===== src/rtl/mic_array_pkg.sv =====
// Shared definitions for the INMP441 microphone-array capture path:
// sequencer state encoding and default sizing of the array and its timers.
package mic_array_pkg;

  // Array size and timing defaults
  localparam int NUM_MICS_DEFAULT      = 4;
  localparam int SETTLE_FRAMES_DEFAULT = 4096;  // 2^18 BCLK wake-up / 64 BCLK per WS frame
  localparam int WS_TIMEOUT_DEFAULT    = 8192;  // clk cycles without a WS falling edge
  localparam int FRAME_W_DEFAULT       = 16;

  // Run-control sequencer states
  typedef enum logic [2:0] {
    ST_IDLE   = 3'd0,
    ST_WARMUP = 3'd1,
    ST_ARM    = 3'd2,
    ST_RUN    = 3'd3,
    ST_STOP   = 3'd4
  } seq_state_t;

endpackage


===== src/rtl/mic_frame_collector.sv =====
// Collects per-mic left-channel word-done pulses into a frame mask.
// Signals a completed frame once every mic has delivered, and a skew event
// when a WS frame boundary arrives with only part of the array captured.
// A pulse that coincides with the WS falling edge still counts toward the
// frame that is ending.
module mic_frame_collector
  import mic_array_pkg::*;
#(
  parameter int NUM_MICS = NUM_MICS_DEFAULT
) (
  input  logic                clk,
  input  logic                rst_n,
  input  logic                enable,
  input  logic                flush,
  input  logic                ws_fall,
  input  logic [NUM_MICS-1:0] rx_valid,
  output logic                complete,
  output logic                skew
);

  logic [NUM_MICS-1:0] mask;
  logic [NUM_MICS-1:0] merged;
  logic                active;
  logic                full;
  logic                any;
  logic                clear;

  // Flush (stop request) discards whatever the current cycle delivered
  assign active   = enable & ~flush;
  assign merged   = mask | rx_valid;
  assign full     = &merged;
  assign any      = |merged;
  assign complete = active & full;
  assign skew     = active & ws_fall & any & ~full;

  // Mask restarts after a completed frame, at every frame boundary, and
  // whenever collection is not running
  assign clear = ~active | full | ws_fall;

  for (genvar gi = 0; gi < NUM_MICS; gi++) begin : g_mic
    // Per-mic capture flag for the frame currently being collected
    always_ff @(posedge clk or negedge rst_n) begin
      if (!rst_n) begin
        mask[gi] <= 1'b0;
      end else if (clear) begin
        mask[gi] <= 1'b0;
      end else begin
        mask[gi] <= merged[gi];
      end
    end
  end

endmodule


===== src/rtl/mic_capture_sequencer.sv =====
// Run-control sequencer for the shared-clock INMP441 array. Starts the
// BCLK/WS generator, waits out the mic settle window, enables the receivers
// on a left-channel frame boundary, and presents completed array frames to
// the beamformer over a valid/ready handshake. Skew, overrun and clock-loss
// conditions raise sticky error flags.
module mic_capture_sequencer
  import mic_array_pkg::*;
#(
  parameter int NUM_MICS      = NUM_MICS_DEFAULT,
  parameter int SETTLE_FRAMES = SETTLE_FRAMES_DEFAULT,
  parameter int WS_TIMEOUT    = WS_TIMEOUT_DEFAULT,
  parameter int FRAME_W       = FRAME_W_DEFAULT
) (
  input  logic                clk,
  input  logic                rst_n,
  input  logic                start,
  input  logic                stop,
  input  logic                clr_err,
  input  logic                ws,
  input  logic [NUM_MICS-1:0] rx_valid,
  input  logic                bf_ready,
  output logic                i2s_clk_en,
  output logic                rx_en,
  output logic                frame_valid,
  output logic [FRAME_W-1:0]  frame_idx,
  output logic                busy,
  output logic                err_skew,
  output logic                err_overrun,
  output logic                err_clk
);

  localparam int SETTLE_W = $clog2(SETTLE_FRAMES + 1);
  localparam int WD_W     = $clog2(WS_TIMEOUT + 1);
  localparam logic [SETTLE_W-1:0] SETTLE_LAST = SETTLE_W'(SETTLE_FRAMES - 1);
  localparam logic [WD_W-1:0]     WD_LAST     = WD_W'(WS_TIMEOUT - 1);

  seq_state_t           state;
  logic                 ws_q;
  logic                 ws_fall;
  logic [SETTLE_W-1:0]  settle_cnt;
  logic [WD_W-1:0]      wd_cnt;
  logic [FRAME_W-1:0]   seq_cnt;
  logic                 active;
  logic                 timeout;
  logic                 accept;
  logic                 complete;
  logic                 skew;

  // Falling WS edge marks the start of a left-channel frame
  assign ws_fall = ws_q & ~ws;
  assign active  = (state != ST_IDLE);
  // Watchdog expires on the cycle its count would reach WS_TIMEOUT
  assign timeout = active & ~ws_fall & (wd_cnt == WD_LAST);
  assign accept  = frame_valid & bf_ready;

  mic_frame_collector #(
    .NUM_MICS (NUM_MICS)
  ) u_collector (
    .clk      (clk),
    .rst_n    (rst_n),
    .enable   (state == ST_RUN),
    .flush    (stop),
    .ws_fall  (ws_fall),
    .rx_valid (rx_valid),
    .complete (complete),
    .skew     (skew)
  );

  // Delayed WS for edge detection
  always_ff @(posedge clk or negedge rst_n) begin
    if (!rst_n) begin
      ws_q <= 1'b0;
    end else begin
      ws_q <= ws;
    end
  end

  // Sequencer FSM with frame handshake, watchdog and sticky error flags
  always_ff @(posedge clk or negedge rst_n) begin
    if (!rst_n) begin
      state       <= ST_IDLE;
      i2s_clk_en  <= 1'b0;
      rx_en       <= 1'b0;
      busy        <= 1'b0;
      frame_valid <= 1'b0;
      frame_idx   <= '0;
      seq_cnt     <= '0;
      settle_cnt  <= '0;
      wd_cnt      <= '0;
      err_skew    <= 1'b0;
      err_overrun <= 1'b0;
      err_clk     <= 1'b0;
    end else begin
      // Clear first so an error event in the same cycle wins
      if (clr_err) begin
        err_skew    <= 1'b0;
        err_overrun <= 1'b0;
        err_clk     <= 1'b0;
      end
      if (skew) begin
        err_skew <= 1'b1;
      end

      // One-deep output holding register; a completion may replace a frame
      // that is being accepted this same cycle
      if (complete) begin
        seq_cnt <= seq_cnt + 1'b1;
        if (!frame_valid || bf_ready) begin
          frame_valid <= 1'b1;
          frame_idx   <= seq_cnt;
        end else begin
          err_overrun <= 1'b1;
        end
      end else if (accept) begin
        frame_valid <= 1'b0;
      end

      // Watchdog counts clk cycles since the last WS falling edge
      if (!active || ws_fall) begin
        wd_cnt <= '0;
      end else begin
        wd_cnt <= wd_cnt + 1'b1;
      end

      case (state)
        ST_IDLE: begin
          if (start && !stop) begin
            state      <= ST_WARMUP;
            i2s_clk_en <= 1'b1;
            busy       <= 1'b1;
            settle_cnt <= '0;
          end
        end
        ST_WARMUP: begin
          if (stop) begin
            state <= ST_STOP;
          end else if (ws_fall) begin
            if (settle_cnt == SETTLE_LAST) begin
              state      <= ST_ARM;
              settle_cnt <= '0;
            end else begin
              settle_cnt <= settle_cnt + 1'b1;
            end
          end
        end
        ST_ARM: begin
          if (stop) begin
            state <= ST_STOP;
          end else if (ws_fall) begin
            state <= ST_RUN;
            rx_en <= 1'b1;
          end
        end
        ST_RUN: begin
          if (stop) begin
            state <= ST_STOP;
            rx_en <= 1'b0;
          end
        end
        ST_STOP: begin
          // Clock halts only on a frame boundary
          if (ws_fall) begin
            state      <= ST_IDLE;
            i2s_clk_en <= 1'b0;
            busy       <= 1'b0;
          end
        end
        default: begin
          state      <= ST_IDLE;
          i2s_clk_en <= 1'b0;
          rx_en      <= 1'b0;
          busy       <= 1'b0;
        end
      endcase

      // Clock loss aborts the run from any active state
      if (timeout) begin
        state       <= ST_IDLE;
        i2s_clk_en  <= 1'b0;
        rx_en       <= 1'b0;
        busy        <= 1'b0;
        frame_valid <= 1'b0;
        err_clk     <= 1'b1;
      end
    end
  end

endmodule


===== config.mk =====
export PLATFORM = sky130hd
export DESIGN_NAME = mic_capture_sequencer
export DESIGN_NICKNAME = d
export VERILOG_FILES = /design/src/rtl/mic_array_pkg.sv /design/src/rtl/mic_frame_collector.sv /design/src/rtl/mic_capture_sequencer.sv
export SDC_FILE = /design/constraint.sdc
export NUM_CORES = 1
export LEC_CHECK = 0
export ABC_AREA = 1
export BUFFER_PORTS_ARGS = -buffer_cell sky130_fd_sc_hd__buf_2
export CELL_PAD_IN_SITES_DETAIL_PLACEMENT = 1
export CELL_PAD_IN_SITES_GLOBAL_PLACEMENT = 2
export CORE_UTILIZATION = 38
export DETAILED_ROUTE_END_ITERATION = 7
export PLACE_DENSITY_LB_ADDON = 0.1
export RECOVER_POWER = 50
export SLEW_MARGIN = 20
export SYNTH_ARGS = -nofsm -noshare
export SYNTH_HDL_FRONTEND = slang
export SYNTH_SLANG_ARGS = --single-unit
export TNS_END_PERCENT = 10

===== constraint.sdc =====
create_clock -name clk -period 3.1 [get_ports clk]
set_input_delay 0.31 -clock clk [delete_from_list [all_inputs] [get_ports clk]]
set_output_delay 0.31 -clock clk [all_outputs]
set_load 0.02 [all_outputs]

==> results of run 1 <==
## synth_stat cells, types with 6 or more instances
cell                      instances
sky130_fd_sc_hd__nor2_1          57
sky130_fd_sc_hd__nor3_1           9
sky130_fd_sc_hd__o21ai_2         18
sky130_fd_sc_hd__a21oi_1         15
sky130_fd_sc_hd__nand4_1         11
sky130_fd_sc_hd__inv_2            6
sky130_fd_sc_hd__inv_1           55
sky130_fd_sc_hd__o21ai_0         22
sky130_fd_sc_hd__nand3_1         36
sky130_fd_sc_hd__xor2_1          14
sky130_fd_sc_hd__nand2_1        123
sky130_fd_sc_hd__dfrtp_1         73
## worst max-delay path by stage
| stage | startpoint | to | slack (ns) | depth (start not counted) |
|---|---|---|---|---|
| CTS | state[2] | frame_idx[1] | 1.18 | 8 |
| global route | wd_cnt[0] | state[0] | 1.01 | 10 |
| detailed placement | state[2] | frame_idx[14] | 1.21 | 8 |
| floorplan | wd_cnt[0] | state[1] | 1.66 | 10 |
| finish | state[2] | frame_idx[1] | 1.24 | 8 |
| global placement | state[2] | frame_idx[1] | 1.30 | 8 |
## metal layers
layer  GRT usage, %  vias to the layer above  share of wire, %
met1           26.8                     1524                50
met2           31.7                       27                47
li1               -                     1568                 -
met4           7.36                        0               1.6
met5              0                        -                 0
met3           2.48                       11               1.7
## flip-flops by register name, indices dropped and copies added (netlist names)
name / flops
ws_q: 1
err_overrun: 1
err_clk: 1
u_collector.mask: 4
rx_en: 1
err_skew: 1
state: 3
settle_cnt: 13
wd_cnt: 14
busy: 1
seq_cnt: 16
frame_valid: 1
frame_idx: 16
## critical path: stages (launching register included)
cell                      delay (ns)
sky130_fd_sc_hd__dfrtp_1        0.45
sky130_fd_sc_hd__inv_2          0.10
sky130_fd_sc_hd__nand3_2        0.07
sky130_fd_sc_hd__nor2_2         0.15
sky130_fd_sc_hd__inv_2          0.09
sky130_fd_sc_hd__nor2_8         0.30
sky130_fd_sc_hd__nand2_4        0.31
sky130_fd_sc_hd__nand2_1        0.17
sky130_fd_sc_hd__o21ai_2        0.06
## power by group
part	total [mW]	internal, mW	switching, mW
clock	0.898	0.528	0.370
sequential	1.25	1.11	0.133
combinational	1.13	0.322	0.812
total	3.28	1.96	1.32
## kinds of logic after synthesis
group / count (synthesis) / synth area share [%]
xor+xnor: 14 / 3.25
fa+ha+maj: 3 / 0.996
compound gates: 59 / 9.80
buf+inv: 68 / 7.90
simple gates: 253 / 29.6
flops: 73 / 48.5
## final cells by class
cell class | count | area share (%)
Timing Repair Buffer | 33 | 3.57
Sequential cell | 73 | 43.1
Inverter | 61 | 5.40
Tap cell | 129 | 3.80
Multi-Input combinational cell | 329 | 38.7
Clock buffer | 9 | 2.92
Clock inverter | 6 | 2.54
## metrics by stage
step / instances / instance area (um^2) / power (mW) / util (%) / hold slack [ns]
after floorplan: 470 / 3770 / 2.09 / - / 0.0144
after global placement: 625 / 4030 / 2.38 / 42.8 / 0.433
after detailed placement: 625 / 4030 / 2.42 / 42.8 / 0.438
after CTS: 640 / 4260 / 3.32 / 45.2 / 0.0734
after global routing: 640 / 4240 / 3.52 / 45.1 / 0.0949
final: 640 / 4240 / 3.28 / 45.1 / 0.0884
==> metrics.txt, run 1 <==
# TYPE chip_impl_metric gauge
chip_impl_metric{name="fp.dieArea",unit="um^2"} 10300
chip_impl_metric{name="cts_inserted_buffers",unit=""} 9
chip_impl_metric{name="mappedNetlistNets",unit=""} 484
chip_impl_metric{name="timing.final.crit_share",unit="%"} 59.9
chip_impl_info{name="yosys_most_used_dff",value="sky130_fd_sc_hd__dfrtp_1"} 1
chip_impl_info{name="cts.root.buffer_cell",value="sky130_fd_sc_hd__clkbuf_8"} 1
chip_impl_metric{name="wl_per_cell",unit="um"} 13.8
chip_impl_info{name="yosys-top-cells-area",value="sky130_fd_sc_hd__dfrtp_1, sky130_fd_sc_hd__nand2_1, sky130_fd_sc_hd__nor2_1, sky130_fd_sc_hd__inv_1, sky130_fd_sc_hd__nand3_1"} 1
chip_impl_metric{name="power_density",unit="nW/um^2"} 773
chip_impl_metric{name="register_area",unit="um^2"} 1830
chip_impl_info{name="cts_tree",value="yes"} 1
chip_impl_info{name="grt_setup_unrepaired",value="false"} 1
chip_impl_metric{name="min_path_cells",unit=""} 1
chip_impl_metric{name="routed_via_density",unit=""} 4.89
chip_impl_metric{name="timing_max_transition_violations_final",unit=""} 74
chip_impl_metric{name="worst_slew_pin_slew",unit="ns"} 1.86
chip_impl_metric{name="chipHeight",unit="um"} 102
chip_impl_metric{name="crit_required",unit="ns"} 3.32
chip_impl_metric{name="number_of_flip_flops_and_latches_in_the_synthesized_netlist",unit=""} 73
chip_impl_metric{name="power.leakage",unit="nW"} 2.19
chip_impl_metric{name="detailedPlacementHpwl",unit="um"} 6540
chip_impl_metric{name="grt-ovfl-total",unit=""} 0
chip_impl_metric{name="max_slew_margin",unit="%"} -23.8
chip_impl_metric{name="number_of_synthesized_flops_with_an_enable_pin",unit=""} 0
chip_impl_metric{name="grt_util_all_layers",unit="%"} 19.6
chip_impl_metric{name="cts_setup_buffers",unit=""} 0
chip_impl_info{name="hold_path_startpoint",value="ws"} 1
chip_impl_metric{name="vdd_ir_drop_max",unit="V"} 0.000353
chip_impl_metric{name="seq_area_frac_synth",unit="%"} 48.5
chip_impl_metric{name="r2r_slack",unit="ns"} 1.24
chip_impl_metric{name="die_x",unit="um"} 102
chip_impl_metric{name="total_iterations_of_the_first_detailed_routing_run",unit=""} 4
chip_impl_info{name="worstHoldEndpoint",value="ws_q"} 1
chip_impl_metric{name="port_buffers",unit=""} 33
chip_impl_info{name="layout_commonest_cell",value="sky130_fd_sc_hd__nand2_1"} 1
chip_impl_metric{name="clock_latency_of_the_later_clocked_register_in_the_worst_skew_pair",unit="ns"} 0.36
chip_impl_metric{name="cts.sink_count",unit=""} 73
chip_impl_info{name="top_library_cells_by_usage_in_the_layout_fill_and_taps_aside",value="sky130_fd_sc_hd__nand2_1, sky130_fd_sc_hd__dfrtp_1, sky130_fd_sc_hd__nor2_1"} 1
chip_impl_metric{name="syn-cell-area",unit="um^2"} 3770
chip_impl_metric{name="drt-total-wl",unit="um"} 8830
chip_impl_metric{name="postCtsResizedCells",unit=""} 0
chip_impl_info{name="violations_in_the_final_reports",value="capacitance limit, slew limit"} 1
chip_impl_metric{name="postLayoutSetupSlackWorst",unit="ns"} 1.24
chip_impl_metric{name="timing.fmax",unit="MHz"} 538
chip_impl_metric{name="pin_count_of_the_biggest_net_entering_global_routing",unit=""} 74
chip_impl_metric{name="fin_setup_tns",unit="ns"} 0
chip_impl_metric{name="avgSynthCellArea",unit="um^2"} 8.02
chip_impl_metric{name="setup_viol",unit=""} 0
chip_impl_metric{name="start_util",unit="%"} 40.0
chip_impl_metric{name="synth_warnings",unit=""} 0
chip_impl_metric{name="synthArstFlopShare",unit="%"} 100
chip_impl_metric{name="yosysTopAreaCellShare",unit="%"} 48.5
chip_impl_metric{name="pin_count",unit=""} 34
chip_impl_metric{name="n_fill_cell",unit=""} 1184
chip_impl_metric{name="diodes",unit=""} 0
chip_impl_metric{name="hold_viol_final",unit=""} 0
chip_impl_metric{name="postCtsHoldBufs",unit=""} 0
chip_impl_metric{name="clk_pin_slew_worst_paths",unit="ns"} 0.08
chip_impl_metric{name="h-tree-depth",unit=""} 3
chip_impl_metric{name="worst-endpoint-arrival",unit="ns"} 2.08
chip_impl_metric{name="finalWorstPathRequiredPeriod",unit="ns"} 1.86
chip_impl_metric{name="detailroute.via_count",unit=""} 3130
chip_impl_metric{name="critical_path.max_fanout",unit=""} 32
chip_impl_metric{name="synth_cells",unit=""} 470
chip_impl_info{name="outcome",value="complete, but fails checks"} 1
chip_impl_metric{name="grt_pass1_vias",unit=""} 3273
chip_impl_metric{name="multi_input_area",unit="um^2"} 1640
chip_impl_metric{name="remaining_drc_errors",unit=""} 0
chip_impl_info{name="hp-class",value="primary input to flop"} 1
chip_impl_metric{name="rows",unit=""} 35
chip_impl_metric{name="grt_first_pass_wirelength",unit="um"} 15600
chip_impl_metric{name="drt.antenna.violating_nets",unit=""} 0
chip_impl_metric{name="clock_tree.buffer_depth",unit=""} 2
chip_impl_info{name="worst-setup-path-type",value="flop to flop"} 1
chip_impl_metric{name="grt_antenna_before_repair",unit=""} 0
chip_impl_metric{name="core_area",unit="um^2"} 9420
chip_impl_metric{name="area_delta_synth_final",unit="%"} 12.6
chip_impl_metric{name="worst-r2r-cell-count",unit=""} 8
chip_impl_info{name="synthDominantAreaCellType",value="sky130_fd_sc_hd__dfrtp_1"} 1
chip_impl_metric{name="drtIter0Drc",unit=""} 76
chip_impl_metric{name="layout-drive-gt1-share",unit="%"} 14.3
chip_impl_info{name="type_of_element_capturing_the_critical_path",value="flop"} 1
chip_impl_metric{name="layout.nets",unit=""} 521
chip_impl_info{name="worst_setup_path_start_kind",value="flop"} 1
chip_impl_metric{name="dp_worst_setup_slack",unit="ns"} 1.21
chip_impl_metric{name="timing.max_cap.violations",unit=""} 1
chip_impl_metric{name="gp_congestion",unit=""} 0.795
chip_impl_info{name="critical_path.reg2reg.startpoint",value="state[2]"} 1
chip_impl_metric{name="synth_cell_types",unit=""} 30
chip_impl_metric{name="final_clock_skew",unit="ns"} 0.0154
chip_impl_info{name="reg2reg_to",value="frame_idx[1]"} 1
(Power assumes the default switching activity.)
==> inputs of run 2 (changes only) <==
--- a/config.mk
+++ b/config.mk
@@ -9,7 +9,7 @@
 export BUFFER_PORTS_ARGS = -buffer_cell sky130_fd_sc_hd__buf_2
 export CELL_PAD_IN_SITES_DETAIL_PLACEMENT = 1
 export CELL_PAD_IN_SITES_GLOBAL_PLACEMENT = 2
-export CORE_UTILIZATION = 38
+export CORE_UTILIZATION = 35
 export DETAILED_ROUTE_END_ITERATION = 7
 export PLACE_DENSITY_LB_ADDON = 0.1
 export RECOVER_POWER = 50
==> constraint.sdc (replaced) <==
create_clock -name clk -period 1.9 [get_ports clk]
set_input_delay 0.19 -clock clk [delete_from_list [all_inputs] [get_ports clk]]
set_output_delay 0.19 -clock clk [all_outputs]
set_load 0.02 [all_outputs]
==> metrics.txt, run 2 (synthesized netlist as in run 1, its figures left out) <==
# TYPE chip_impl_metric gauge
chip_impl_metric{name="r2r_slack",unit="ns"} 0.19
chip_impl_metric{name="grt-ovfl-total",unit=""} 0
chip_impl_metric{name="critical_path.max_fanout",unit=""} 5
chip_impl_info{name="worstHoldEndpoint",value="u_collector.mask[3]"} 1
chip_impl_info{name="type_of_element_capturing_the_critical_path",value="flop"} 1
chip_impl_metric{name="pin_count",unit=""} 34
chip_impl_metric{name="power.leakage",unit="nW"} 2.21
chip_impl_metric{name="timing.fmax",unit="MHz"} 585
chip_impl_metric{name="pin_count_of_the_biggest_net_entering_global_routing",unit=""} 74
chip_impl_metric{name="start_util",unit="%"} 36.3
chip_impl_info{name="hold_path_startpoint",value="rx_valid[3]"} 1
chip_impl_metric{name="cts_setup_buffers",unit=""} 0
chip_impl_metric{name="switching_share",unit="%"} 40.9
chip_impl_info{name="outcome",value="finished clean"} 1
chip_impl_metric{name="pwr-share-seq",unit="%"} 38.5
chip_impl_metric{name="layout-drive-gt1-share",unit="%"} 15.1
chip_impl_metric{name="clock_tree.buffer_depth",unit=""} 2
chip_impl_metric{name="grtUsageMet2",unit="%"} 28.9
chip_impl_metric{name="power_density",unit="nW/um^2"} 1230
chip_impl_metric{name="drt.antenna.violating_nets",unit=""} 0
chip_impl_metric{name="worst-r2r-cell-count",unit=""} 10
chip_impl_metric{name="placedCellCount",unit=""} 635
chip_impl_metric{name="timing_max_transition_violations_final",unit=""} 0
chip_impl_metric{name="clock_latency_of_the_later_clocked_register_in_the_worst_skew_pair",unit="ns"} 0.35
chip_impl_metric{name="gp_congestion",unit=""} 0.796
chip_impl_metric{name="routed_via_density",unit=""} 4.79
chip_impl_info{name="top_library_cells_by_usage_in_the_layout_fill_and_taps_aside",value="sky130_fd_sc_hd__nand2_1, sky130_fd_sc_hd__dfrtp_1, sky130_fd_sc_hd__nor2_1"} 1
chip_impl_metric{name="diodes",unit=""} 0
chip_impl_metric{name="area_delta_synth_final",unit="%"} 14.0
chip_impl_metric{name="layoutNonFillerInstCount",unit=""} 653
chip_impl_metric{name="drtIter0Drc",unit=""} 83
chip_impl_metric{name="p_comb_share",unit="%"} 35.5
chip_impl_metric{name="setup_viol",unit=""} 0
chip_impl_metric{name="power",unit="mW"} 5.28
chip_impl_info{name="reg2reg_to",value="state[1]"} 1
chip_impl_metric{name="detailroute.via_count",unit=""} 3131
chip_impl_metric{name="max_slew_margin",unit="%"} 30.9
chip_impl_metric{name="detailedPlacementHpwl",unit="um"} 6410
chip_impl_metric{name="total_iterations_of_the_first_detailed_routing_run",unit=""} 4
chip_impl_metric{name="h-tree-depth",unit=""} 3
chip_impl_metric{name="finalWorstPathRequiredPeriod",unit="ns"} 1.71
chip_impl_metric{name="routing_usage_on_met1",unit="%"} 23.6
chip_impl_metric{name="chipHeight",unit="um"} 106
chip_impl_info{name="critical_path.reg2reg.startpoint",value="wd_cnt[0]"} 1
chip_impl_metric{name="timing.max_cap.violations",unit=""} 0
chip_impl_info{name="biggestRegsByFlops",value="frame_idx: 16 flops, seq_cnt: 16 flops, wd_cnt: 14 flops"} 1
chip_impl_metric{name="crit_required",unit="ns"} 2.14
chip_impl_info{name="startpoint",value="wd_cnt[0]"} 1
chip_impl_metric{name="drt-total-wl",unit="um"} 8700
chip_impl_metric{name="worst_slew_pin_slew",unit="ns"} 1.04
chip_impl_info{name="hp-class",value="primary input to flop"} 1
chip_impl_info{name="global_route.peak_usage_layer",value="met2"} 1
chip_impl_metric{name="grt_first_pass_wirelength",unit="um"} 15700
chip_impl_metric{name="worst-endpoint-arrival",unit="ns"} 1.95
chip_impl_metric{name="hold-worst-slack",unit="ns"} 0.101
chip_impl_metric{name="cts_inserted_buffers",unit=""} 9
chip_impl_info{name="worst_setup_path_start_kind",value="flop"} 1
chip_impl_metric{name="clk_pin_slew_worst_paths",unit="ns"} 0.09
chip_impl_metric{name="cts.sink_count",unit=""} 73
chip_impl_info{name="grt_setup_unrepaired",value="false"} 1
chip_impl_metric{name="timing.final.crit_share",unit="%"} 90.0
chip_impl_metric{name="vdd_ir_drop_max",unit="V"} 0.000569
chip_impl_metric{name="remaining_drc_errors",unit=""} 0
chip_impl_metric{name="groute.layer.met3.usage",unit="%"} 2.66
chip_impl_metric{name="hold_viol_final",unit=""} 0
chip_impl_metric{name="fp.dieArea",unit="um^2"} 11200
chip_impl_metric{name="die_x",unit="um"} 106
chip_impl_metric{name="power.clock.fraction",unit="%"} 26.0
chip_impl_metric{name="grt_util_all_layers",unit="%"} 17.6
chip_impl_metric{name="rows",unit=""} 37
chip_impl_metric{name="grt_antenna_before_repair",unit=""} 0
chip_impl_metric{name="core_area",unit="um^2"} 10400
chip_impl_metric{name="grt_pass1_vias",unit=""} 3376
chip_impl_info{name="cts_tree",value="yes"} 1
chip_impl_metric{name="wl_per_cell",unit="um"} 13.3
chip_impl_metric{name="port_buffers",unit=""} 33
chip_impl_metric{name="total_switching_power",unit="mW"} 2.16
chip_impl_info{name="cts.root.buffer_cell",value="sky130_fd_sc_hd__clkbuf_8"} 1
chip_impl_metric{name="fin_setup_tns",unit="ns"} 0
chip_impl_metric{name="postLayoutCoreUtil",unit="%"} 41.4
chip_impl_metric{name="power_report.internal_total",unit="mW"} 3.12
chip_impl_metric{name="final_clock_skew",unit="ns"} 0.0122
chip_impl_info{name="worst-setup-path-type",value="flop to flop"} 1
chip_impl_metric{name="layout.nets",unit=""} 526
chip_impl_info{name="layout_commonest_cell",value="sky130_fd_sc_hd__nand2_1"} 1
chip_impl_metric{name="min_path_cells",unit=""} 3
[run 2: changes by cell type in the layout (fill, tap and decap cells not counted), sizes merged]
cell / before / now
clkbuf: 21 / 22
dlygate4sd3: 0 / 2
bufinv: 3 / 2
inv: 61 / 62
clkinv: 2 / 3
clkinvlp: 1 / 0
buf: 21 / 24
[run 2: worst max-delay path by stage]
stage | end | slack, ns
floorplan | state[1] | 0.46
global placement | state[1] | 0.14
detailed placement | state[1] | 0.09
CTS | state[1] | 0.07
global route | state[1] | 0.002
finish | state[1] | 0.19
[run 2: power by group through the flow]
stage                     clock network, mW  logic [mW]  registers (mW)
after floorplan                           0        1.24            2.17
after global placement                    0        1.89            2.05
after detailed placement                  0        1.92            2.06
after CTS                              1.42        1.93            2.04
after global routing                   1.47        2.15            2.08
final                                  1.37        1.87            2.03
[run 2: what timing repair did]
action,CTS,global route
endpoints found under the hold margin,74,0
hold buffers,2,0
endpoints found under the setup margin,0,20
gates resized for setup,0,2
[run 2: layer usage]
metal,part of all wire [%],wire length [um]
met5,0,0
met3,2.0,175
met4,1.1,99
met2,47,4120
met1,50,4310
[run 2: stage by stage]
stage	setup WS, ns	cell area, um^2
after floorplan	0.455	3770
after global routing	0.00224	4300
final	0.190	4300
after detailed placement	0.0895	4070
after CTS	0.0714	4310
after global placement	0.138	4070
[run 2: cell type report]
type                    count  area [um^2]
repair buffers             38          198
well taps                 136          170
fillers                  1282         6070
inverters                  61          229
flip-flops and latches     73         1830
multi-input cells         329         1650
clock inverters             6         91.3
clock buffers              10          128
[run 2: worst max-delay path: stages (launching register included)]
cell and delay [ns]:
sky130_fd_sc_hd__dfrtp_1 0.40, sky130_fd_sc_hd__ha_1 0.19, sky130_fd_sc_hd__nand2_1 0.09, sky130_fd_sc_hd__nor2_2 0.24, sky130_fd_sc_hd__nand3_2 0.14, sky130_fd_sc_hd__nor2_1 0.18, sky130_fd_sc_hd__nor2_1 0.07, sky130_fd_sc_hd__nand2_2 0.10
sky130_fd_sc_hd__nand2_1 0.09, sky130_fd_sc_hd__nand2_1 0.07, sky130_fd_sc_hd__nand2_1 0.04
==> inputs of run 3 (changes only) <==
--- a/config.mk
+++ b/config.mk
@@ -13,6 +13,7 @@
 export DETAILED_ROUTE_END_ITERATION = 7
 export PLACE_DENSITY_LB_ADDON = 0.1
 export RECOVER_POWER = 50
+export SETUP_SLACK_MARGIN = 0.5
 export SLEW_MARGIN = 20
 export SYNTH_ARGS = -nofsm -noshare
 export SYNTH_HDL_FRONTEND = slang
==> metrics.txt, run 3 (synthesized netlist as in run 1, its figures left out) <==
# TYPE chip_impl_metric gauge
chip_impl_metric{name="worst-endpoint-arrival",unit="ns"} 1.79
chip_impl_metric{name="layout-drive-gt1-share",unit="%"} 29.6
chip_impl_info{name="worst_setup_path_start_kind",value="flop"} 1
chip_impl_metric{name="grt_util_all_layers",unit="%"} 19.3
chip_impl_info{name="top_library_cells_by_usage_in_the_layout_fill_and_taps_aside",value="sky130_fd_sc_hd__nand2_1, sky130_fd_sc_hd__dfrtp_1, sky130_fd_sc_hd__inv_1"} 1
chip_impl_info{name="grt_setup_unrepaired",value="true"} 1
chip_impl_metric{name="design_area_final",unit="um^2"} 4870
chip_impl_metric{name="detailedPlacementHpwl",unit="um"} 6650
chip_impl_metric{name="setup_viol",unit=""} 0
chip_impl_metric{name="clock_tree.buffer_depth",unit=""} 2
chip_impl_metric{name="final_clock_skew",unit="ns"} 0.00848
chip_impl_metric{name="remaining_drc_errors",unit=""} 0
chip_impl_metric{name="placement.cell_area",unit="um^2"} 4080
chip_impl_metric{name="port_buffers",unit=""} 33
chip_impl_metric{name="postLayoutSetupSlackWorst",unit="ns"} 0.351
chip_impl_metric{name="wl_per_cell",unit="um"} 14.4
chip_impl_metric{name="vdd_ir_drop_max",unit="V"} 0.000558
chip_impl_metric{name="core_area",unit="um^2"} 10400
chip_impl_metric{name="rows",unit=""} 37
chip_impl_metric{name="max_slew_margin",unit="%"} 38.0
chip_impl_metric{name="clk_pin_slew_worst_paths",unit="ns"} 0.08
chip_impl_metric{name="die_x",unit="um"} 106
chip_impl_metric{name="gp_congestion",unit=""} 0.772
chip_impl_metric{name="timing.critical_path.slowest_cell_delay",unit="ns"} 0.45
chip_impl_info{name="cts_tree",value="yes"} 1
chip_impl_metric{name="hold_viol_final",unit=""} 0
chip_impl_metric{name="grt-ovfl-total",unit=""} 0
chip_impl_metric{name="finalWorstPathRequiredPeriod",unit="ns"} 1.55
chip_impl_info{name="crit_chain",value="nor2_1, nand2_1, nand3_2, inv_1, nand2_2, o21ai_1, nor2_1, a21oi_1"} 1
chip_impl_metric{name="h-tree-depth",unit=""} 3
chip_impl_metric{name="crit_required",unit="ns"} 2.14
chip_impl_metric{name="pin_count_of_the_biggest_net_entering_global_routing",unit=""} 41
chip_impl_metric{name="timing.max_cap.violations",unit=""} 0
chip_impl_metric{name="power.leakage",unit="nW"} 2.42
chip_impl_metric{name="placedCellCount",unit=""} 636
chip_impl_metric{name="grt_pass1_vias",unit=""} 3459
chip_impl_metric{name="cts.sink_count",unit=""} 73
chip_impl_metric{name="timing_max_transition_violations_final",unit=""} 0
chip_impl_metric{name="grt_first_pass_wirelength",unit="um"} 16500
chip_impl_metric{name="total_iterations_of_the_first_detailed_routing_run",unit=""} 4
chip_impl_metric{name="power_density",unit="nW/um^2"} 1200
chip_impl_metric{name="start_util",unit="%"} 36.3
chip_impl_info{name="crit_slowest_cell",value="sky130_fd_sc_hd__dfrtp_2"} 1
chip_impl_metric{name="drtIter0Drc",unit=""} 89
chip_impl_info{name="type_of_element_capturing_the_critical_path",value="flop"} 1
chip_impl_metric{name="layout.nets",unit=""} 563
chip_impl_info{name="crit_family",value="simple AND/OR/NAND/NOR gates"} 1
chip_impl_metric{name="critical_path.n_buffers_inverters",unit=""} 1
chip_impl_metric{name="routed_via_density",unit=""} 4.85
chip_impl_metric{name="area_delta_synth_final",unit="%"} 29.2
chip_impl_info{name="hp-class",value="primary input to flop"} 1
chip_impl_metric{name="dp_worst_setup_slack",unit="ns"} 0.0366
chip_impl_info{name="layout_commonest_cell",value="sky130_fd_sc_hd__nand2_1"} 1
chip_impl_metric{name="grt_antenna_before_repair",unit=""} 0
chip_impl_metric{name="drt.antenna.violating_nets",unit=""} 0
chip_impl_metric{name="fin_setup_tns",unit="ns"} 0
chip_impl_metric{name="timing.fmax",unit="MHz"} 646
chip_impl_metric{name="timing.final.crit_share",unit="%"} 81.5
chip_impl_metric{name="layoutNonFillerInstCount",unit=""} 690
chip_impl_metric{name="worst_slew_pin_slew",unit="ns"} 0.930
chip_impl_metric{name="clock_latency_of_the_later_clocked_register_in_the_worst_skew_pair",unit="ns"} 0.36
chip_impl_metric{name="cts_inserted_buffers",unit=""} 9
chip_impl_metric{name="fp.dieArea",unit="um^2"} 11200
chip_impl_info{name="worst-setup-path-type",value="flop to flop"} 1
chip_impl_metric{name="detailroute.via_count",unit=""} 3348
chip_impl_metric{name="chipHeight",unit="um"} 106
chip_impl_info{name="timing.critical_path.mode_cell",value="sky130_fd_sc_hd__nor2_1"} 1
chip_impl_info{name="cts.root.buffer_cell",value="sky130_fd_sc_hd__clkbuf_8"} 1
chip_impl_info{name="outcome",value="finished clean"} 1
chip_impl_metric{name="diodes",unit=""} 0
chip_impl_info{name="biggestRegsByFlops",value="frame_idx: 16 flops, seq_cnt: 16 flops, wd_cnt: 14 flops"} 1
chip_impl_metric{name="drt-total-wl",unit="um"} 9950
chip_impl_metric{name="critical_path.max_fanout",unit=""} 6
chip_impl_metric{name="pin_count",unit=""} 34
## run 3: final timing paths
| path | start | cells past startpoint | slack (ns) | end |
|---|---|---|---|---|
| worst min-delay path | rx_valid[3] | 3 | 0.08 | u_collector.mask[3] |
| worst max-delay path | state[1] | 8 | 0.35 | busy |
| max in group asynchronous | rst_n | 3 | 0.66 | seq_cnt[0] |
| worst max register to register | state[1] | 8 | 0.35 | busy |
| min in group asynchronous | rst_n | 2 | 0.49 | frame_idx[6] |
| worst min register to register | frame_idx[6] | 2 | 0.49 | frame_idx[6] |
## run 3: area by class of cell
cell class	count	area, um^2
clock buffer	11	151
tap	136	170
clock inverter	5	77.6
inverter	61	234
fill	1260	5500
timing repair buffer	71	494
multi-input combinational	333	1910
sequential	73	1830
## run 3: repair_timing
action / CTS / global route
endpoints found under the hold margin: 34 / 0
resized for setup: 37 / 34
gates cloned: 4 / 0
pin swaps: 10 / 14
hold buffers: 2 / 0
setup buffers: 20 / 12
setup endpoints to repair: 61 / 65
## run 3: report_power, final
group / internal (mW) / leakage [nW] / switching [mW]
clock: 0.807 / 0.115 / 0.624
sequential: 1.83 / 0.929 / 0.209
combinational: 0.886 / 1.38 / 1.50
## run 3: through the flow
step / util (%) / hold WS, ns / power, mW
6_report: 46.9 / 0.0840 / 5.86
5_1_grt: 46.9 / 0.0878 / 6.26
4_1_cts: 45.2 / 0.0709 / 5.72
3_5_place_dp: 39.4 / 0.186 / 3.97
3_3_place_gp: 39.4 / 0.184 / 3.94
2_1_floorplan: - / -0.106 / 3.41
## run 3: layer usage
layer	track usage, %	vias up	share of wire [%]
li1	-	1665	-
met1	24.5	1642	47
met2	32.4	30	49
met3	2.66	11	1.7
met4	8.73	0	1.8
met5	0	-	0
## run 3: worst reg2reg max path, delay by kind of cell, from the launching register on
kind / cells / cell delay [ns]
buf+inv: 1 / 0.05
flops: 1 / 0.45
simple gates: 5 / 0.78
compound gates: 2 / 0.15
